===== src/rtl/instr_dispatch_if.sv =====
// Fetch, issue and writeback bundle for instr_dispatch.
// master: the dispatch stage; slave: fetch, execution units and writeback.
interface instr_dispatch_if #(
    parameter int XLEN = 32
);
    logic            in_valid;
    logic            in_ready;
    logic [31:0]     in_instr;
    logic [XLEN-1:0] in_pc;
    logic            alu_valid;
    logic            alu_ready;
    logic            bru_valid;
    logic            bru_ready;
    logic            mau_valid;
    logic            mau_ready;
    logic [31:0]     iss_instr;
    logic [XLEN-1:0] iss_pc;
    logic [4:0]      iss_rd;
    logic [4:0]      iss_rs1;
    logic [4:0]      iss_rs2;
    logic [XLEN-1:0] iss_imm;
    logic            wb_valid;
    logic [4:0]      wb_rd;

    modport master (
        input  in_valid, in_instr, in_pc, alu_ready, bru_ready, mau_ready, wb_valid, wb_rd,
        output in_ready, alu_valid, bru_valid, mau_valid,
        output iss_instr, iss_pc, iss_rd, iss_rs1, iss_rs2, iss_imm
    );

    modport slave (
        output in_valid, in_instr, in_pc, alu_ready, bru_ready, mau_ready, wb_valid, wb_rd,
        input  in_ready, alu_valid, bru_valid, mau_valid,
        input  iss_instr, iss_pc, iss_rd, iss_rs1, iss_rs2, iss_imm
    );
endinterface


===== src/rtl/instr_dispatch.sv =====
// RV32I decode/issue stage: one decode register, 32-entry pending-write scoreboard, HALT drain.
// Optional macro ILLEGAL_TRAP_EN: illegal words trap (TRAP state) instead of being dropped.
module instr_dispatch #(
    parameter int XLEN  = 32,
    parameter int CNT_W = 32
) (
    input  logic             clk,
    input  logic             rst_n,
    instr_dispatch_if.master bus,
    output logic             halted,
    output logic             illegal,
    output logic [XLEN-1:0]  illegal_pc,
    output logic [CNT_W-1:0] issue_count
);
    localparam logic [31:0] HALT_WORD = 32'h0001_0073;
    localparam logic [6:0]  OP_LUI    = 7'b0110111;
    localparam logic [6:0]  OP_AUIPC  = 7'b0010111;
    localparam logic [6:0]  OP_JAL    = 7'b1101111;
    localparam logic [6:0]  OP_JALR   = 7'b1100111;
    localparam logic [6:0]  OP_BRANCH = 7'b1100011;
    localparam logic [6:0]  OP_LOAD   = 7'b0000011;
    localparam logic [6:0]  OP_STORE  = 7'b0100011;
    localparam logic [6:0]  OP_IMM    = 7'b0010011;
    localparam logic [6:0]  OP_REG    = 7'b0110011;

    typedef enum logic [2:0] {U_ALU, U_BRU, U_MAU, U_HALT, U_ILL} unit_e;
    typedef enum logic [1:0] {S_RUN, S_DRAIN, S_HALTED, S_TRAP} state_e;

    state_e           state_r, state_next_s;
    unit_e            unit_s, d_unit_r;
    logic [31:0]      instr_s, imm32_s, i_imm_s, s_imm_s, b_imm_s, u_imm_s, j_imm_s;
    logic [6:0]       opcode_s, f7_s;
    logic [2:0]       f3_s;
    logic             has_rd_s, has_rs1_s, has_rs2_s, imm_ok_s, reg_ok_s;
    logic [4:0]       rd_s, rs1_s, rs2_s;
    logic             d_valid_r, d_wr_r;
    logic [31:0]      d_instr_r;
    logic [XLEN-1:0]  d_pc_r, d_imm_r;
    logic [4:0]       d_rd_r, d_rs1_r, d_rs2_r;
    logic [31:0]      pending_r, pend_eff_s, clr_s, set_s, pending_next_s;
    logic             hazard_s, alu_v_s, bru_v_s, mau_v_s, issue_fire_s, accept_s, consume_s, trap_req_s;
    logic [CNT_W-1:0] issue_count_r;
    logic [XLEN-1:0]  illegal_pc_r;

    assign instr_s  = bus.in_instr;
    assign opcode_s = instr_s[6:0];
    assign f3_s     = instr_s[14:12];
    assign f7_s     = instr_s[31:25];
    assign i_imm_s  = {{20{instr_s[31]}}, instr_s[31:20]};
    assign s_imm_s  = {{20{instr_s[31]}}, instr_s[31:25], instr_s[11:7]};
    assign b_imm_s  = {{19{instr_s[31]}}, instr_s[31], instr_s[7], instr_s[30:25], instr_s[11:8], 1'b0};
    assign u_imm_s  = {instr_s[31:12], 12'h000};
    assign j_imm_s  = {{11{instr_s[31]}}, instr_s[31], instr_s[19:12], instr_s[20], instr_s[30:21], 1'b0};
    // Shift-immediates and SUB/SRA are the only encodings with non-zero funct7.
    assign imm_ok_s = (f3_s == 3'b001) ? (f7_s == 7'b0000000) :
                      (f3_s == 3'b101) ? ((f7_s == 7'b0000000) || (f7_s == 7'b0100000)) : 1'b1;
    assign reg_ok_s = (f7_s == 7'b0000000) ||
                      ((f7_s == 7'b0100000) && ((f3_s == 3'b000) || (f3_s == 3'b101)));

    // Decode the incoming word into unit, register-field presence and a 32-bit immediate.
    always_comb begin
        unit_s    = U_ILL;
        has_rd_s  = 1'b0;
        has_rs1_s = 1'b0;
        has_rs2_s = 1'b0;
        imm32_s   = 32'h0000_0000;
        if (instr_s == HALT_WORD) begin
            unit_s = U_HALT;
        end else begin
            case (opcode_s)
                OP_LUI, OP_AUIPC: begin
                    unit_s = U_ALU; has_rd_s = 1'b1; imm32_s = u_imm_s;
                end
                OP_JAL: begin
                    unit_s = U_BRU; has_rd_s = 1'b1; imm32_s = j_imm_s;
                end
                OP_JALR: begin
                    if (f3_s == 3'b000) begin
                        unit_s = U_BRU; has_rd_s = 1'b1; has_rs1_s = 1'b1; imm32_s = i_imm_s;
                    end else begin
                        unit_s = U_ILL;
                    end
                end
                OP_BRANCH: begin
                    if ((f3_s != 3'b010) && (f3_s != 3'b011)) begin
                        unit_s = U_BRU; has_rs1_s = 1'b1; has_rs2_s = 1'b1; imm32_s = b_imm_s;
                    end else begin
                        unit_s = U_ILL;
                    end
                end
                OP_LOAD: begin
                    if ((f3_s != 3'b011) && (f3_s != 3'b110) && (f3_s != 3'b111)) begin
                        unit_s = U_MAU; has_rd_s = 1'b1; has_rs1_s = 1'b1; imm32_s = i_imm_s;
                    end else begin
                        unit_s = U_ILL;
                    end
                end
                OP_STORE: begin
                    if (f3_s <= 3'b010) begin
                        unit_s = U_MAU; has_rs1_s = 1'b1; has_rs2_s = 1'b1; imm32_s = s_imm_s;
                    end else begin
                        unit_s = U_ILL;
                    end
                end
                OP_IMM: begin
                    if (imm_ok_s) begin
                        unit_s = U_ALU; has_rd_s = 1'b1; has_rs1_s = 1'b1; imm32_s = i_imm_s;
                    end else begin
                        unit_s = U_ILL;
                    end
                end
                OP_REG: begin
                    if (reg_ok_s) begin
                        unit_s = U_ALU; has_rd_s = 1'b1; has_rs1_s = 1'b1; has_rs2_s = 1'b1;
                    end else begin
                        unit_s = U_ILL;
                    end
                end
                default: unit_s = U_ILL;
            endcase
        end
    end

    assign rd_s  = has_rd_s  ? instr_s[11:7]  : 5'd0;
    assign rs1_s = has_rs1_s ? instr_s[19:15] : 5'd0;
    assign rs2_s = has_rs2_s ? instr_s[24:20] : 5'd0;

    // A writeback in this cycle un-blocks its register for this cycle's hazard check.
    assign clr_s      = bus.wb_valid ? (32'd1 << bus.wb_rd) : 32'd0;
    assign pend_eff_s = pending_r & ~clr_s;
    assign hazard_s   = pend_eff_s[d_rs1_r] | pend_eff_s[d_rs2_r] | pend_eff_s[d_rd_r];

    // Steer the held instruction to exactly one unit once it is hazard-free.
    always_comb begin
        alu_v_s = 1'b0;
        bru_v_s = 1'b0;
        mau_v_s = 1'b0;
        if (d_valid_r && !hazard_s) begin
            case (d_unit_r)
                U_ALU:   alu_v_s = 1'b1;
                U_BRU:   bru_v_s = 1'b1;
                U_MAU:   mau_v_s = 1'b1;
                default: alu_v_s = 1'b0;
            endcase
        end else begin
            alu_v_s = 1'b0;
        end
    end

    assign issue_fire_s = (alu_v_s & bus.alu_ready) | (bru_v_s & bus.bru_ready) | (mau_v_s & bus.mau_ready);
    assign consume_s    = d_valid_r && ((d_unit_r == U_HALT) || (d_unit_r == U_ILL));
    assign accept_s     = bus.in_valid && bus.in_ready;
    assign set_s        = (issue_fire_s && d_wr_r) ? (32'd1 << d_rd_r) : 32'd0;
    assign pending_next_s = ((pending_r & ~clr_s) | set_s) & ~32'd1;

`ifdef ILLEGAL_TRAP_EN
    assign trap_req_s = d_valid_r && (d_unit_r == U_ILL);
`else
    assign trap_req_s = 1'b0;
`endif

    // Decode register: load on accept, empty on issue or when HALT/illegal is consumed.
    always_ff @(posedge clk or negedge rst_n) begin
        if (!rst_n) begin
            d_valid_r <= 1'b0;
            d_unit_r  <= U_ALU;
            d_instr_r <= 32'h0000_0000;
            d_pc_r    <= {XLEN{1'b0}};
            d_imm_r   <= {XLEN{1'b0}};
            d_rd_r    <= 5'd0;
            d_rs1_r   <= 5'd0;
            d_rs2_r   <= 5'd0;
            d_wr_r    <= 1'b0;
        end else if (accept_s) begin
            d_valid_r <= 1'b1;
            d_unit_r  <= unit_s;
            d_instr_r <= instr_s;
            d_pc_r    <= bus.in_pc;
            d_imm_r   <= XLEN'($signed(imm32_s));
            d_rd_r    <= rd_s;
            d_rs1_r   <= rs1_s;
            d_rs2_r   <= rs2_s;
            d_wr_r    <= has_rd_s && (rd_s != 5'd0);
        end else if (issue_fire_s || consume_s) begin
            d_valid_r <= 1'b0;
        end
    end

    // Scoreboard, issue counter and trap pc.
    always_ff @(posedge clk or negedge rst_n) begin
        if (!rst_n) begin
            pending_r     <= 32'd0;
            issue_count_r <= {CNT_W{1'b0}};
            illegal_pc_r  <= {XLEN{1'b0}};
        end else begin
            pending_r <= pending_next_s;
            if (issue_fire_s) begin
                issue_count_r <= issue_count_r + {{(CNT_W-1){1'b0}}, 1'b1};
            end
            if (trap_req_s && (state_r == S_RUN)) begin
                illegal_pc_r <= d_pc_r;
            end
        end
    end

    // FSM state register.
    always_ff @(posedge clk or negedge rst_n) begin
        if (!rst_n) begin
            state_r <= S_RUN;
        end else begin
            state_r <= state_next_s;
        end
    end

    // FSM next state; DRAIN completes on the same edge as the last writeback.
    always_comb begin
        state_next_s = state_r;
        case (state_r)
            S_RUN: begin
                if (d_valid_r && (d_unit_r == U_HALT)) begin
                    state_next_s = S_DRAIN;
                end else if (trap_req_s) begin
                    state_next_s = S_TRAP;
                end else begin
                    state_next_s = S_RUN;
                end
            end
            S_DRAIN: begin
                if (pending_next_s == 32'd0) begin
                    state_next_s = S_HALTED;
                end else begin
                    state_next_s = S_DRAIN;
                end
            end
            S_HALTED: state_next_s = S_HALTED;
            S_TRAP:   state_next_s = S_TRAP;
            default:  state_next_s = S_RUN;
        endcase
    end

    assign bus.in_ready  = rst_n && (state_r == S_RUN) && (!d_valid_r || issue_fire_s);
    assign bus.alu_valid = alu_v_s;
    assign bus.bru_valid = bru_v_s;
    assign bus.mau_valid = mau_v_s;
    assign bus.iss_instr = d_instr_r;
    assign bus.iss_pc    = d_pc_r;
    assign bus.iss_rd    = d_rd_r;
    assign bus.iss_rs1   = d_rs1_r;
    assign bus.iss_rs2   = d_rs2_r;
    assign bus.iss_imm   = d_imm_r;
    assign halted        = (state_r == S_HALTED);
    assign issue_count   = issue_count_r;
`ifdef ILLEGAL_TRAP_EN
    assign illegal       = (state_r == S_TRAP);
    assign illegal_pc    = illegal_pc_r;
`else
    assign illegal       = 1'b0;
    assign illegal_pc    = {XLEN{1'b0}};
`endif
endmodule


===== src/flat_wrapper.sv =====
// flat-port wrapper written by rule: the top's interface ports become plain ports
module instr_dispatch_flat 
#(
    parameter int XLEN  = 32,
    parameter int CNT_W = 32
)
  (clk, rst_n, halted, illegal, illegal_pc, issue_count, bus_in_valid, bus_in_instr, bus_in_pc, bus_alu_ready, bus_bru_ready, bus_mau_ready, bus_wb_valid, bus_wb_rd, bus_in_ready, bus_alu_valid, bus_bru_valid, bus_mau_valid, bus_iss_instr, bus_iss_pc, bus_iss_rd, bus_iss_rs1, bus_iss_rs2, bus_iss_imm);
  instr_dispatch_if #(.XLEN(XLEN)) bus_i ();
  input  logic clk;
  input  logic rst_n;
  output logic halted;
  output logic illegal;
  output logic [XLEN-1:0] illegal_pc;
  output logic [CNT_W-1:0] issue_count;
  input wire logic [$bits(bus_i.in_valid)-1:0] bus_in_valid;
  input wire logic [$bits(bus_i.in_instr)-1:0] bus_in_instr;
  input wire logic [$bits(bus_i.in_pc)-1:0] bus_in_pc;
  input wire logic [$bits(bus_i.alu_ready)-1:0] bus_alu_ready;
  input wire logic [$bits(bus_i.bru_ready)-1:0] bus_bru_ready;
  input wire logic [$bits(bus_i.mau_ready)-1:0] bus_mau_ready;
  input wire logic [$bits(bus_i.wb_valid)-1:0] bus_wb_valid;
  input wire logic [$bits(bus_i.wb_rd)-1:0] bus_wb_rd;
  output wire logic [$bits(bus_i.in_ready)-1:0] bus_in_ready;
  output wire logic [$bits(bus_i.alu_valid)-1:0] bus_alu_valid;
  output wire logic [$bits(bus_i.bru_valid)-1:0] bus_bru_valid;
  output wire logic [$bits(bus_i.mau_valid)-1:0] bus_mau_valid;
  output wire logic [$bits(bus_i.iss_instr)-1:0] bus_iss_instr;
  output wire logic [$bits(bus_i.iss_pc)-1:0] bus_iss_pc;
  output wire logic [$bits(bus_i.iss_rd)-1:0] bus_iss_rd;
  output wire logic [$bits(bus_i.iss_rs1)-1:0] bus_iss_rs1;
  output wire logic [$bits(bus_i.iss_rs2)-1:0] bus_iss_rs2;
  output wire logic [$bits(bus_i.iss_imm)-1:0] bus_iss_imm;
  assign bus_i.in_valid = bus_in_valid;
  assign bus_i.in_instr = bus_in_instr;
  assign bus_i.in_pc = bus_in_pc;
  assign bus_i.alu_ready = bus_alu_ready;
  assign bus_i.bru_ready = bus_bru_ready;
  assign bus_i.mau_ready = bus_mau_ready;
  assign bus_i.wb_valid = bus_wb_valid;
  assign bus_i.wb_rd = bus_wb_rd;
  assign bus_in_ready = bus_i.in_ready;
  assign bus_alu_valid = bus_i.alu_valid;
  assign bus_bru_valid = bus_i.bru_valid;
  assign bus_mau_valid = bus_i.mau_valid;
  assign bus_iss_instr = bus_i.iss_instr;
  assign bus_iss_pc = bus_i.iss_pc;
  assign bus_iss_rd = bus_i.iss_rd;
  assign bus_iss_rs1 = bus_i.iss_rs1;
  assign bus_iss_rs2 = bus_i.iss_rs2;
  assign bus_iss_imm = bus_i.iss_imm;
  instr_dispatch #(.XLEN(XLEN), .CNT_W(CNT_W)) u_core (.clk(clk), .rst_n(rst_n), .bus(bus_i), .halted(halted), .illegal(illegal), .illegal_pc(illegal_pc), .issue_count(issue_count));
endmodule

===== config.mk =====
export PLATFORM = sky130hd
export DESIGN_NAME = instr_dispatch_flat
export DESIGN_NICKNAME = d
export VERILOG_FILES = /design/src/rtl/instr_dispatch_if.sv /design/src/rtl/instr_dispatch.sv /design/src/flat_wrapper.sv
export SDC_FILE = /design/constraint.sdc
export NUM_CORES = 1
export LEC_CHECK = 0
export CORE_ASPECT_RATIO = 0.8
export CORE_MARGIN = 2
export CORE_UTILIZATION = 49
export DETAILED_ROUTE_END_ITERATION = 10
export PLACE_DENSITY = 0.81
export SKIP_CTS_REPAIR_TIMING = 1
export SLEW_MARGIN = 0
export SYNTH_ARGS = -nofsm -noshare
export SYNTH_HDL_FRONTEND = slang
export SYNTH_SLANG_ARGS = --single-unit

===== constraint.sdc =====
create_clock -name clk -period 4.75 [get_ports clk]
set_input_delay 0.95 -clock clk [delete_from_list [all_inputs] [get_ports clk]]
set_output_delay 0.95 -clock clk [all_outputs]
set_load 0.01 [all_outputs]

==> metrics.txt <==
# TYPE chip_impl_metric gauge
chip_impl_info{name="outcome",value="finished, final reports clean"} 1
chip_impl_metric{name="die_area",unit="um^2"} 20800
chip_impl_metric{name="post-route-drc-count",unit=""} 0
chip_impl_metric{name="final.hold.worst_slack",unit="ps"} 436
chip_impl_metric{name="design.final.nets",unit=""} 1292
chip_impl_metric{name="totalPowerFinal",unit="mW"} 3.17
chip_impl_metric{name="synth_seq_cells",unit=""} 181
chip_impl_metric{name="grt_overflow",unit=""} 0
chip_impl_metric{name="io_count",unit=""} 257
chip_impl_metric{name="fmaxAchievable",unit="GHz"} 0.218
chip_impl_info{name="end_kind",value="primary output"} 1
chip_impl_metric{name="total_inserted_antenna_cells",unit=""} 0
chip_impl_metric{name="synth-async-reset-ratio",unit=""} 1.00
chip_impl_metric{name="average_routed_wire_per_standard_cell",unit="um"} 21.1
chip_impl_metric{name="seq_area_frac_synth",unit=""} 0.470
chip_impl_metric{name="cap_violations",unit=""} 0
chip_impl_metric{name="wirelength",unit="mm"} 31.4
chip_impl_metric{name="post_synth_and_or_nand_nor_area_fraction",unit=""} 0.142
chip_impl_metric{name="start_util",unit=""} 0.504
chip_impl_metric{name="static-leakage-power",unit="nW"} 6.03
chip_impl_info{name="worst_r2r_endpoint",value="u_core.bus.iss_instr[20]$_DFFE_PN0P_"} 1
chip_impl_metric{name="syn_inst",unit=""} 931
chip_impl_info{name="clock-root-buffer",value="clkbuf_16"} 1
chip_impl_metric{name="power_frac_comb",unit=""} 0.062
chip_impl_metric{name="yosys.area_share.adder",unit=""} 0.00234
chip_impl_metric{name="sequentialPowerShare",unit=""} 0.485
chip_impl_metric{name="clk-insertion-delay-late",unit="ps"} 440
chip_impl_metric{name="p_sw_frac",unit=""} 0.253
chip_impl_metric{name="clkTransAtPathRegs",unit="ps"} 80
chip_impl_metric{name="cell_area_after_synthesis",unit="um^2"} 9640
chip_impl_metric{name="cts_sinks",unit=""} 181
chip_impl_metric{name="route.detailed.vias_per_inst",unit=""} 5.93
chip_impl_metric{name="finalMaxSlewViolations",unit=""} 0
chip_impl_metric{name="finalSetupViolations",unit=""} 0
chip_impl_info{name="hold_path_class",value="input port to async pin"} 1
chip_impl_metric{name="r2r_setup_slack",unit="ps"} 940
chip_impl_info{name="r2r_start",value="u_core.bus.iss_rd[0]$_DFFE_PN0P_"} 1
chip_impl_metric{name="multi_input_comb_area",unit="um^2"} 4580
chip_impl_metric{name="yosysWarnings",unit=""} 0
chip_impl_info{name="netlist.top_cell.by_area",value="dfrtp_1"} 1
chip_impl_metric{name="number_of_fill_cells",unit=""} 1472
chip_impl_metric{name="grt_pass1_wl",unit="mm"} 48.2
chip_impl_metric{name="gpl_congestion",unit=""} 1.03
chip_impl_metric{name="drive_gt1_frac",unit=""} 0.191
chip_impl_metric{name="syn-mean-instance-area",unit="um^2"} 10.4
chip_impl_metric{name="first_global_vias",unit=""} 8538
chip_impl_metric{name="vias",unit=""} 8810
chip_impl_metric{name="tightestPinTransition",unit="ps"} 952
chip_impl_metric{name="yosys.area_share.xor_xnor",unit=""} 0.0318
chip_impl_metric{name="internal_power",unit="mW"} 2.37
chip_impl_metric{name="largest_voltage_drop_on_the_vdd_net",unit="mV"} 0.196
chip_impl_metric{name="finalCritPeriodShare",unit=""} 0.967
chip_impl_metric{name="synth.lib_cells_used.distinct",unit=""} 74
chip_impl_metric{name="clockPowerShare",unit=""} 0.453
chip_impl_info{name="cts_tree",value="yes"} 1
chip_impl_metric{name="floorplan.die.width",unit="um"} 161
chip_impl_metric{name="synth.mux.area_fraction",unit=""} 0.150
chip_impl_info{name="crit_path_start_kind",value="input port"} 1
chip_impl_metric{name="largest_net_degree_at_the_start_of_global_routing",unit=""} 76
chip_impl_metric{name="p_sw",unit="mW"} 0.804
chip_impl_metric{name="reg2reg_depth",unit=""} 10
chip_impl_metric{name="finClkSkew",unit="ps"} 18.6
chip_impl_metric{name="cts_inserted_buffers",unit=""} 17
chip_impl_metric{name="min_period",unit="ps"} 4590
chip_impl_metric{name="initial_antenna_violation_count",unit=""} 0
chip_impl_metric{name="synth_compound_gate_area_share",unit=""} 0.129
chip_impl_metric{name="critical_path_arrival",unit="ps"} 3640
chip_impl_metric{name="die_extent_in_y",unit="um"} 129
chip_impl_metric{name="drtIter0Drc",unit=""} 1036
chip_impl_info{name="rsz_0062_raised_after_global_routing",value="false"} 1
chip_impl_metric{name="ant_nets",unit=""} 0
chip_impl_metric{name="worst_path_fanout_max",unit=""} 10
chip_impl_info{name="timing_worst_setup_path_type",value="input port to primary output"} 1
chip_impl_metric{name="totalNegativeSetupSlack",unit="ps"} 0
chip_impl_metric{name="coreArea",unit="um^2"} 19100
chip_impl_metric{name="powerDensity",unit="nW/um^2"} 240
chip_impl_info{name="synth_top_family_by_area",value="multiplexers"} 1
chip_impl_info{name="postSynth.topFlopCell",value="dfrtp_1"} 1
chip_impl_metric{name="relSlewSlack",unit=""} 0.366
chip_impl_metric{name="hold_viol",unit=""} 0
chip_impl_metric{name="final_core_util",unit=""} 0.691
chip_impl_info{name="post_synth_main_area_contributors",value="dfrtp_1, mux2_2, mux2i_1"} 1
chip_impl_metric{name="dp_hpwl",unit="mm"} 23.0
chip_impl_metric{name="port_buffers",unit=""} 223
chip_impl_metric{name="syn2layout_area_growth",unit="%"} 37.1
chip_impl_metric{name="final-seq-area",unit="um^2"} 4530
chip_impl_metric{name="yosys.area.top_type_share",unit=""} 0.470
chip_impl_metric{name="cts_max_level",unit=""} 4
chip_impl_metric{name="grt.total_usage",unit=""} 0.301
chip_impl_metric{name="std_cell_rows",unit=""} 45
chip_impl_metric{name="cts.path.max_buffers",unit=""} 2
chip_impl_metric{name="synth-edff-count",unit=""} 0
chip_impl_metric{name="worst-endpoint-required",unit="ps"} 3800
chip_impl_metric{name="detailedRoute.firstPassIterationCount",unit=""} 7
-- metrics by stage --
step	setup WS, ps	cell area, um^2	cells
2_1_floorplan	287	9760	963
3_3_place_gp	-518	12600	1452
3_5_place_dp	-609	12600	1452
4_1_cts	-633	13100	1484
5_1_grt	9.86	13200	1486
6_report	157	13200	1486
-- kinds of logic (layout without fill, tap and decap cells) --
group,count (synthesis),after routing
buffers and inverters,139,404
AND/OR/NAND/NOR,255,255
XOR/XNOR,35,35
multiplexers,132,132
adder cells (fa/ha/maj),2,2
AO/OA/AOI/OAI,186,186
flip-flops,181,181
other,1,33
-- per-layer routing --
| layer | track usage | vias to the layer above | routed length, um |
|---|---|---|---|
| met1 | 0.414 | 4333 | 13400 |
| met2 | 0.453 | 526 | 13900 |
| met4 | 0.0930 | 0 | 659 |
| li1 | - | 3895 | - |
| met3 | 0.102 | 56 | 3440 |
| met5 | 0 | - | 0 |
-- power groups by stage --
stage	clock (mW)	sequential, mW	combinational (mW)
after floorplan	0	1.57	0.0756
after global placement	0	1.57	0.190
after detailed placement	0	1.57	0.193
after CTS	1.45	1.54	0.194
after global routing	1.52	1.54	0.214
final	1.44	1.54	0.197
-- cell usage in the layout (no fill, tap or decap), types with 6 or more instances in the layout --
| master | instances |
|---|---|
| nand2_1 | 67 |
| clkbuf_16 | 17 |
| inv_1 | 51 |
| nor2b_1 | 11 |
| a31oi_1 | 8 |
| o21ai_1 | 9 |
| o41ai_1 | 6 |
| mux2i_1 | 50 |
| nand3_1 | 31 |
| o211ai_1 | 15 |
| xnor2_1 | 12 |
| o2111ai_1 | 7 |
| dfrtp_1 | 181 |
| nor2_1 | 28 |
| nor4_1 | 12 |
| nor3_1 | 30 |
| conb_1 | 33 |
| xor2_1 | 23 |
| and3_1 | 11 |
| mux2_2 | 79 |
| nand4_1 | 23 |
| o21ai_0 | 57 |
| a21oi_1 | 27 |
| buf_4 | 91 |
| clkdlybuf4s50_1 | 213 |
| o2111a_1 | 7 |
-- worst max path at each step --
| stage | startpoint | to | slack (ps) | cells past startpoint |
|---|---|---|---|---|
| after global placement | bus_wb_rd[2] | bus_in_ready | -520 | 10 |
| after CTS | bus_wb_rd[2] | bus_in_ready | -630 | 10 |
| after global routing | bus_wb_rd[2] | bus_bru_valid | 10 | 13 |
| after floorplan | bus_wb_rd[3] | bus_in_ready | 290 | 10 |
| after detailed placement | bus_wb_rd[2] | bus_in_ready | -610 | 10 |
| final | bus_wb_rd[4] | bus_bru_valid | 160 | 10 |
-- worst max-delay path, stage by stage --
cell and delay [ps]:
clkbuf_2 150, nand4bb_2 380, o21ai_1 210, buf_4 150, nor2_1 50, or4_1 510
o211a_1 180, nor4_4 310, and3_1 210, clkdlybuf4s50_1 540
-- synth_stat cells, drive strengths merged, types with 3 or more instances --
master / instances
dfrtp: 181
mux2: 80
nand2: 68
o21ai: 68
buf: 52
inv: 51
mux2i: 50
clkbuf: 34
nand3: 32
nor3: 30
a21oi: 29
nor2: 28
nand4: 23
xor2: 23
o211ai: 15
nor4: 14
xnor2: 12
and3: 11
nor2b: 11
a31oi: 8
o2111ai: 8
o2111a: 7
o41ai: 7
a22o: 5
and4: 5
or4: 5
a32oi: 4
and2: 4
nand2b: 4
nand4b: 4
o211a: 4
o22ai: 4
a21o: 3
a22oi: 3
o311ai: 3
or3: 3
-- state kept, by name, indices dropped and copies added (netlist names) --
signal                cells
u_core.d_valid_r          1
u_core.bus.iss_pc        32
u_core.pending_r         31
u_core.bus.iss_rs1        5
u_core.bus.iss_instr     32
u_core.issue_count       32
u_core.d_unit_r           3
u_core.bus.iss_rs2        5
u_core.state_r            2
u_core.d_wr_r             1
u_core.bus.iss_rd         5
u_core.bus.iss_imm       32
-- final cells by class --
class / instances / share of cell area
clock inverter: 15 / 0.0121
clock buffer: 17 / 0.0322
sequential: 181 / 0.343
inverter: 53 / 0.0150
tap: 258 / 0.0244
multi-input combinational: 643 / 0.347
timing repair buffer: 319 / 0.227
No activity file was read; power rests on OpenSTA's default activity.
